<file path="src/rtl/pipe_ctrl.sv">
`default_nettype none
// +--------------------------------------------------------------------------+
// | Module   : pipe_ctrl                                                     |
// | Purpose  : 5-stage pipeline stall/flush/redirect controller with a       |
// |            MEM-wait timeout; PIPE_CTRL_PERF_EN adds perf counters.       |
// | Revision : 1.0  initial release                                          |
// +--------------------------------------------------------------------------+

`ifndef ADDR_WIDTH
`define ADDR_WIDTH 32
`endif
`ifndef STOP
`define STOP 1'b1
`endif
`ifndef NOSTOP
`define NOSTOP 1'b0
`endif

module pipe_ctrl #(
   parameter int MEM_TIMEOUT = 255,
   parameter int CNT_W       = 8
) (
   input  logic                     clk_i,
   input  logic                     rst_i,
   input  logic                     stallreq_id_i,
   input  logic                     stallreq_ex_i,
   input  logic                     stallreq_mem_i,
   input  logic                     jump_en_i,
   input  logic [`ADDR_WIDTH-1:0]   jump_addr_i,
   output logic [5:0]               stall_o,
   output logic                     flush_o,
   output logic                     jump_en_o,
   output logic [`ADDR_WIDTH-1:0]   jump_addr_o,
`ifdef PIPE_CTRL_PERF_EN
   output logic [31:0]              stall_cycles_o,
   output logic [31:0]              flush_cnt_o,
`endif
   output logic                     timeout_o
);

   localparam logic [CNT_W-1:0] c_timeout = CNT_W'(MEM_TIMEOUT);

   typedef enum logic [0:0] {
      ST_RUN  = 1'b0,
      ST_HOLD = 1'b1
   } state_t;

   state_t                   state_q, state_d;
   logic [`ADDR_WIDTH-1:0]   pend_addr_q, pend_addr_d;
   logic [CNT_W-1:0]         cnt_q, cnt_d;
   logic                     timeout_q, timeout_d;
   logic                     w_blk;
   logic [5:0]               w_stall_vec;

   always_comb begin
      w_blk = stallreq_mem_i | stallreq_ex_i;

      if (stallreq_mem_i)
         w_stall_vec = 6'b011111;
      else if (stallreq_ex_i)
         w_stall_vec = 6'b001111;
      else if (stallreq_id_i)
         w_stall_vec = 6'b000111;
      else
         w_stall_vec = 6'b000000;

      state_d     = state_q;
      pend_addr_d = pend_addr_q;
      stall_o     = w_stall_vec;
      flush_o     = 1'b0;
      jump_en_o   = 1'b0;
      jump_addr_o = '0;

      // While in reset every combinational output is held quiet.
      if (rst_i) begin
         stall_o = '0;
      end else begin
         case (state_q)
            ST_RUN: begin
               if (jump_en_i) begin
                  if (!w_blk) begin
                     jump_en_o   = 1'b1;
                     jump_addr_o = jump_addr_i;
                     flush_o     = 1'b1;
                     stall_o     = '0;
                  end else begin
                     pend_addr_d = jump_addr_i;
                     state_d     = ST_HOLD;
                  end
               end
            end
            ST_HOLD: begin
               // The deferred jump wins over any new jump in the release cycle.
               if (!w_blk) begin
                  jump_en_o   = 1'b1;
                  jump_addr_o = pend_addr_q;
                  flush_o     = 1'b1;
                  stall_o     = '0;
                  state_d     = ST_RUN;
               end
            end
            default: state_d = ST_RUN;
         endcase
      end
   end

   always_comb begin
      cnt_d     = '0;
      timeout_d = 1'b0;
      if (stallreq_mem_i) begin
         cnt_d     = (cnt_q == c_timeout) ? cnt_q : cnt_q + 1'b1;
         timeout_d = (cnt_q == c_timeout - 1'b1);
      end
   end

   assign timeout_o = timeout_q;

`ifdef PIPE_CTRL_PERF_EN
   logic [31:0] stall_cycles_q, stall_cycles_d;
   logic [31:0] flush_cnt_q, flush_cnt_d;

   always_comb begin
      stall_cycles_d = stall_cycles_q + {31'd0, stall_o[0]};
      flush_cnt_d    = flush_cnt_q + {31'd0, flush_o};
   end

   always_ff @(posedge clk_i) begin
      if (rst_i) begin
         stall_cycles_q <= '0;
         flush_cnt_q    <= '0;
      end else begin
         stall_cycles_q <= stall_cycles_d;
         flush_cnt_q    <= flush_cnt_d;
      end
   end

   assign stall_cycles_o = stall_cycles_q;
   assign flush_cnt_o    = flush_cnt_q;
`endif

   always_ff @(posedge clk_i) begin
      if (rst_i) begin
         state_q     <= ST_RUN;
         pend_addr_q <= '0;
         cnt_q       <= '0;
         timeout_q   <= 1'b0;
      end else begin
         state_q     <= state_d;
         pend_addr_q <= pend_addr_d;
         cnt_q       <= cnt_d;
         timeout_q   <= timeout_d;
      end
   end

endmodule

`default_nettype wire

</file>
<file path="config.mk">
export PLATFORM = sky130hd
export DESIGN_NAME = pipe_ctrl
export DESIGN_NICKNAME = d
export VERILOG_FILES = /design/src/rtl/pipe_ctrl.sv
export SDC_FILE = /design/constraint.sdc
export NUM_CORES = 1
export LEC_CHECK = 0
export CORE_ASPECT_RATIO = 1.2
export CORE_UTILIZATION = 45
export CTS_BUF_LIST = sky130_fd_sc_hd__clkbuf_8 sky130_fd_sc_hd__clkbuf_16
export DETAILED_ROUTE_END_ITERATION = 7
export PLACE_DENSITY = 0.81
export SETUP_SLACK_MARGIN = 0.1
export SKIP_LAST_GASP = 1
export SYNTH_ARGS = -nofsm -noshare
export SYNTH_HDL_FRONTEND = slang
export SYNTH_SLANG_ARGS = --single-unit
</file>
<file path="constraint.sdc">
create_clock -name clk_i -period 3.86 [get_ports clk_i]
set_input_delay 0.772 -clock clk_i [delete_from_list [all_inputs] [get_ports clk_i]]
set_output_delay 0.772 -clock clk_i [all_outputs]
set_load 0.01 [all_outputs]
</file>
==> results.sh <==
export IMPL_wl_mm=5.78
export IMPL_clk_path_buf_depth=2
export IMPL_holdWs_ns=0.477
export IMPL_status="complete, no violations"
export IMPL_finalClockSkew_ns=0.00428
export IMPL_drive_gt1_share_pct=5.78
export IMPL_vias_per_cell=5.68
export IMPL_overflow=0
export IMPL_ys_top_cells_by_area="dfxtp_1 39%, a21oi_1 8.5%, nand3_1 8.3%"
export IMPL_powerDensity_nw_per_um2=308
export IMPL_place_hpwl_mm=3.75
export IMPL_grt_pass1_wl_mm=9.12
export IMPL_synth_seq_area_share_pct=38.7
export IMPL_ys_seq_elements=42
export IMPL_cp_required_ns=3.09
export IMPL_final_area_um2=3030
export IMPL_synth_nets=323
export IMPL_dr_first_iter_drc_count=179
export IMPL_antenna_left=0
export IMPL_num_vias=2296
export IMPL_clkTransAtPathRegs_ns=0.08
export IMPL_cts_resized=0
export IMPL_syn_to_final_growth_pct=39.4
export IMPL_dieHeight_um=78.1
export IMPL_first_pass_iters=4
export IMPL_grt_pass1_vias=2013
export IMPL_synthAdderAreaFrac_pct=1.15
export IMPL_setup_viol_count_final=0
export IMPL_fin_ws_ns=0.207
export IMPL_cts_hold_buf=0
export IMPL_setup_worst_path_start_class="input port"
export IMPL_synth_top_family_by_area="compound AO/OA/AOI/OAI gates"
export IMPL_core_area_um2=4630
export IMPL_pin_count=79
export IMPL_route_detailed_drc=0
export IMPL_netlist_area_leader_share_pct=38.7
export IMPL_post_place_ws_ns=0.190
export IMPL_fmax_mhz=274
export IMPL_worst_slew_pin_slew_ns=1.07
export IMPL_final_cells=404
export IMPL_r2r_worst_path_cells=4
export IMPL_crit_path_start="stallreq_ex_i"
export IMPL_numCtsBuffers=5
export IMPL_portBuffers=77
export IMPL_dp_cells=396
export IMPL_syn_area_per_cell_um2=7.68
export IMPL_rows=27
export IMPL_tns_ns=0
export IMPL_ys_warn_count=0
export IMPL_n_fill_cell=408
export IMPL_grt_setup_unrepaired="false"
export IMPL_yosys_area_share_simple_pct=20.1
export IMPL_timing_rr_end="pend_addr_q[24]"
export IMPL_cts_sinks=42
export IMPL_crit_type="input port to output port"
export IMPL_insertion_delay_ns=0.29
export IMPL_routedWlPerCell_um=14.3
export IMPL_irDropWorstVdd_mv=0.197
export IMPL_synth_top_area_cell="dfxtp_1"
export IMPL_p_leak_nw=1.05
export IMPL_critical_path_arrival_ns=2.88
export IMPL_syn_area_um2=2170
export IMPL_r2r_start="state_q"
export IMPL_synthXorXnorAreaFrac_pct=0.403
export IMPL_crit_fanout=14
export IMPL_cts_tree="yes"
export IMPL_period_minus_slack_ns=3.65
export IMPL_start_util_pct=47.0
export IMPL_rrSetupSlack_ns=1.74
export IMPL_synthMuxAreaShare_pct=5.99
export IMPL_maxSlewHeadroom_pct=28.5
export IMPL_die_width_um=65.4
export IMPL_gp_congestion=0.899
export IMPL_final_max_slew_viol_count=0
export IMPL_critPathCaptureType="output port"
export IMPL_antenna_found_initial=0
export IMPL_synth_compound_area_share_pct=25.8
export IMPL_h_tree_depth=2
export IMPL_drv_cap=0
export IMPL_grt_max_degree=37
export IMPL_placed_area_um2=2940
export IMPL_grtUsageTotal_pct=22.7
export IMPL_hold_path_startpoint="pend_addr_q[25]"
export IMPL_postCtsSetupBuffers=0
export IMPL_hold_depth=2
export IMPL_nets=385
export IMPL_hold_path_class="flip-flop to flip-flop"
export IMPL_synthCells=283
export IMPL_clockRootBuffer="clkbuf_8"
export IMPL_synth_cell_types=32
export IMPL_post_route_period_util_pct=94.6
export IMPL_antenna_cells=0
export IMPL_cp_endpoint="jump_addr_o[12]"
export IMPL_design_die_area_um2=5110
export IMPL_finalHoldViolCount=0
## state kept, by name, summed over array words and instances, names as in the netlist
register / cells
pend_addr_q: 32
cnt_q: 8
state_q: 1
timeout_o: 1
## through the flow
step,total power (W),utilization [%]
after global placement,0.000655,63.5
after global routing,0.000975,65.5
after CTS,0.000938,65.5
after detailed placement,0.000657,63.5
final,0.000935,65.5
after floorplan,0.000572,-
## worst min path at each step
stage                      endpoint  slack, ns
floorplan           pend_addr_q[11]       0.45
global placement     pend_addr_q[2]       0.46
detailed placement  pend_addr_q[29]       0.47
CTS                 pend_addr_q[29]       0.48
global route        pend_addr_q[31]       0.49
finish              pend_addr_q[25]       0.48
## layer usage
metal	GRT usage, %	vias up	share of wire (%)
li1	-	1132	-
met1	27.8	1067	43
met2	38.6	93	49
met3	5.38	4	7.8
met4	7.39	0	0.73
met5	0	-	0
## synthesized netlist by cell type
master / instances
o311a_1: 1
o21bai_1: 1
o21ai_0: 35
nor2_1: 36
mux2i_1: 13
nand2b_1: 1
conb_1: 1
a21o_1: 1
ha_1: 2
nand4_1: 2
clkbuf_1: 19
or2_1: 1
nand2_1: 2
xnor2_1: 1
nor4b_4: 1
inv_1: 4
or3_1: 2
nor3_1: 5
or2b_1: 1
and4_1: 1
buf_1: 2
nand3_1: 36
a31oi_1: 4
dfxtp_1: 42
and3_1: 1
nor2b_1: 1
buf_6: 2
a22oi_1: 19
buf_4: 4
a21oi_1: 37
o31ai_1: 1
buf_2: 4
## placed cells by master, fill, tap and decap left out, types with 2 or more instances in the layout
cell type / Yosys / final
clkdlybuf4s50_1: 0 / 77
dfxtp_1: 42 / 41
a21oi_1: 37 / 37
nand3_1: 36 / 36
nor2_1: 36 / 35
o21ai_0: 35 / 35
a22oi_1: 19 / 19
mux2i_1: 13 / 13
buf_4: 4 / 9
clkbuf_8: 0 / 6
inv_1: 4 / 5
nor3_1: 5 / 5
a31oi_1: 4 / 4
or3_1: 2 / 2
nand2_1: 2 / 2
nand4_1: 2 / 2
ha_1: 2 / 2
## cells by family after synthesis
| kind of cell | count (synthesis) |
|---|---|
| buffers and inverters | 35 |
| XOR/XNOR | 1 |
| AND/OR/NAND/NOR | 90 |
| AO/OA/AOI/OAI | 99 |
| other | 1 |
| adder cells (fa/ha/maj) | 2 |
| multiplexers | 13 |
| flip-flops | 42 |
## critical path, stage by stage
cell and delay [ns]:
clkdlybuf4s50_1 0.49, or2_1 0.29, or3_1 0.57, nor2_1 0.19, clkdlybuf4s50_1 0.56
## report_power, final
group / internal (W) / total, W / leakage (nW) / switching (W)
combinational: 0.0000900 / 0.000186 / 0.652 / 0.0000958
sequential: 0.000454 / 0.000464 / 0.344 / 0.00000989
clock: 0.000142 / 0.000285 / 0.0524 / 0.000144
total: 0.000685 / 0.000935 / 1.05 / 0.000249
## area by class of cell
| cell class | instances | area [µm²] | area share, % |
|---|---|---|---|
| multi-input combinational | 206 | 1170 | 38.6 |
| sequential | 42 | 842 | 27.8 |
| timing repair buffer | 86 | 838 | 27.7 |
| clock buffer | 6 | 82.6 | 2.73 |
| tap | 58 | 72.6 | 2.39 |
| inverter | 4 | 15.0 | 0.495 |
| clock inverter | 2 | 8.76 | 0.289 |
Power figures use the tool's default switching activity.
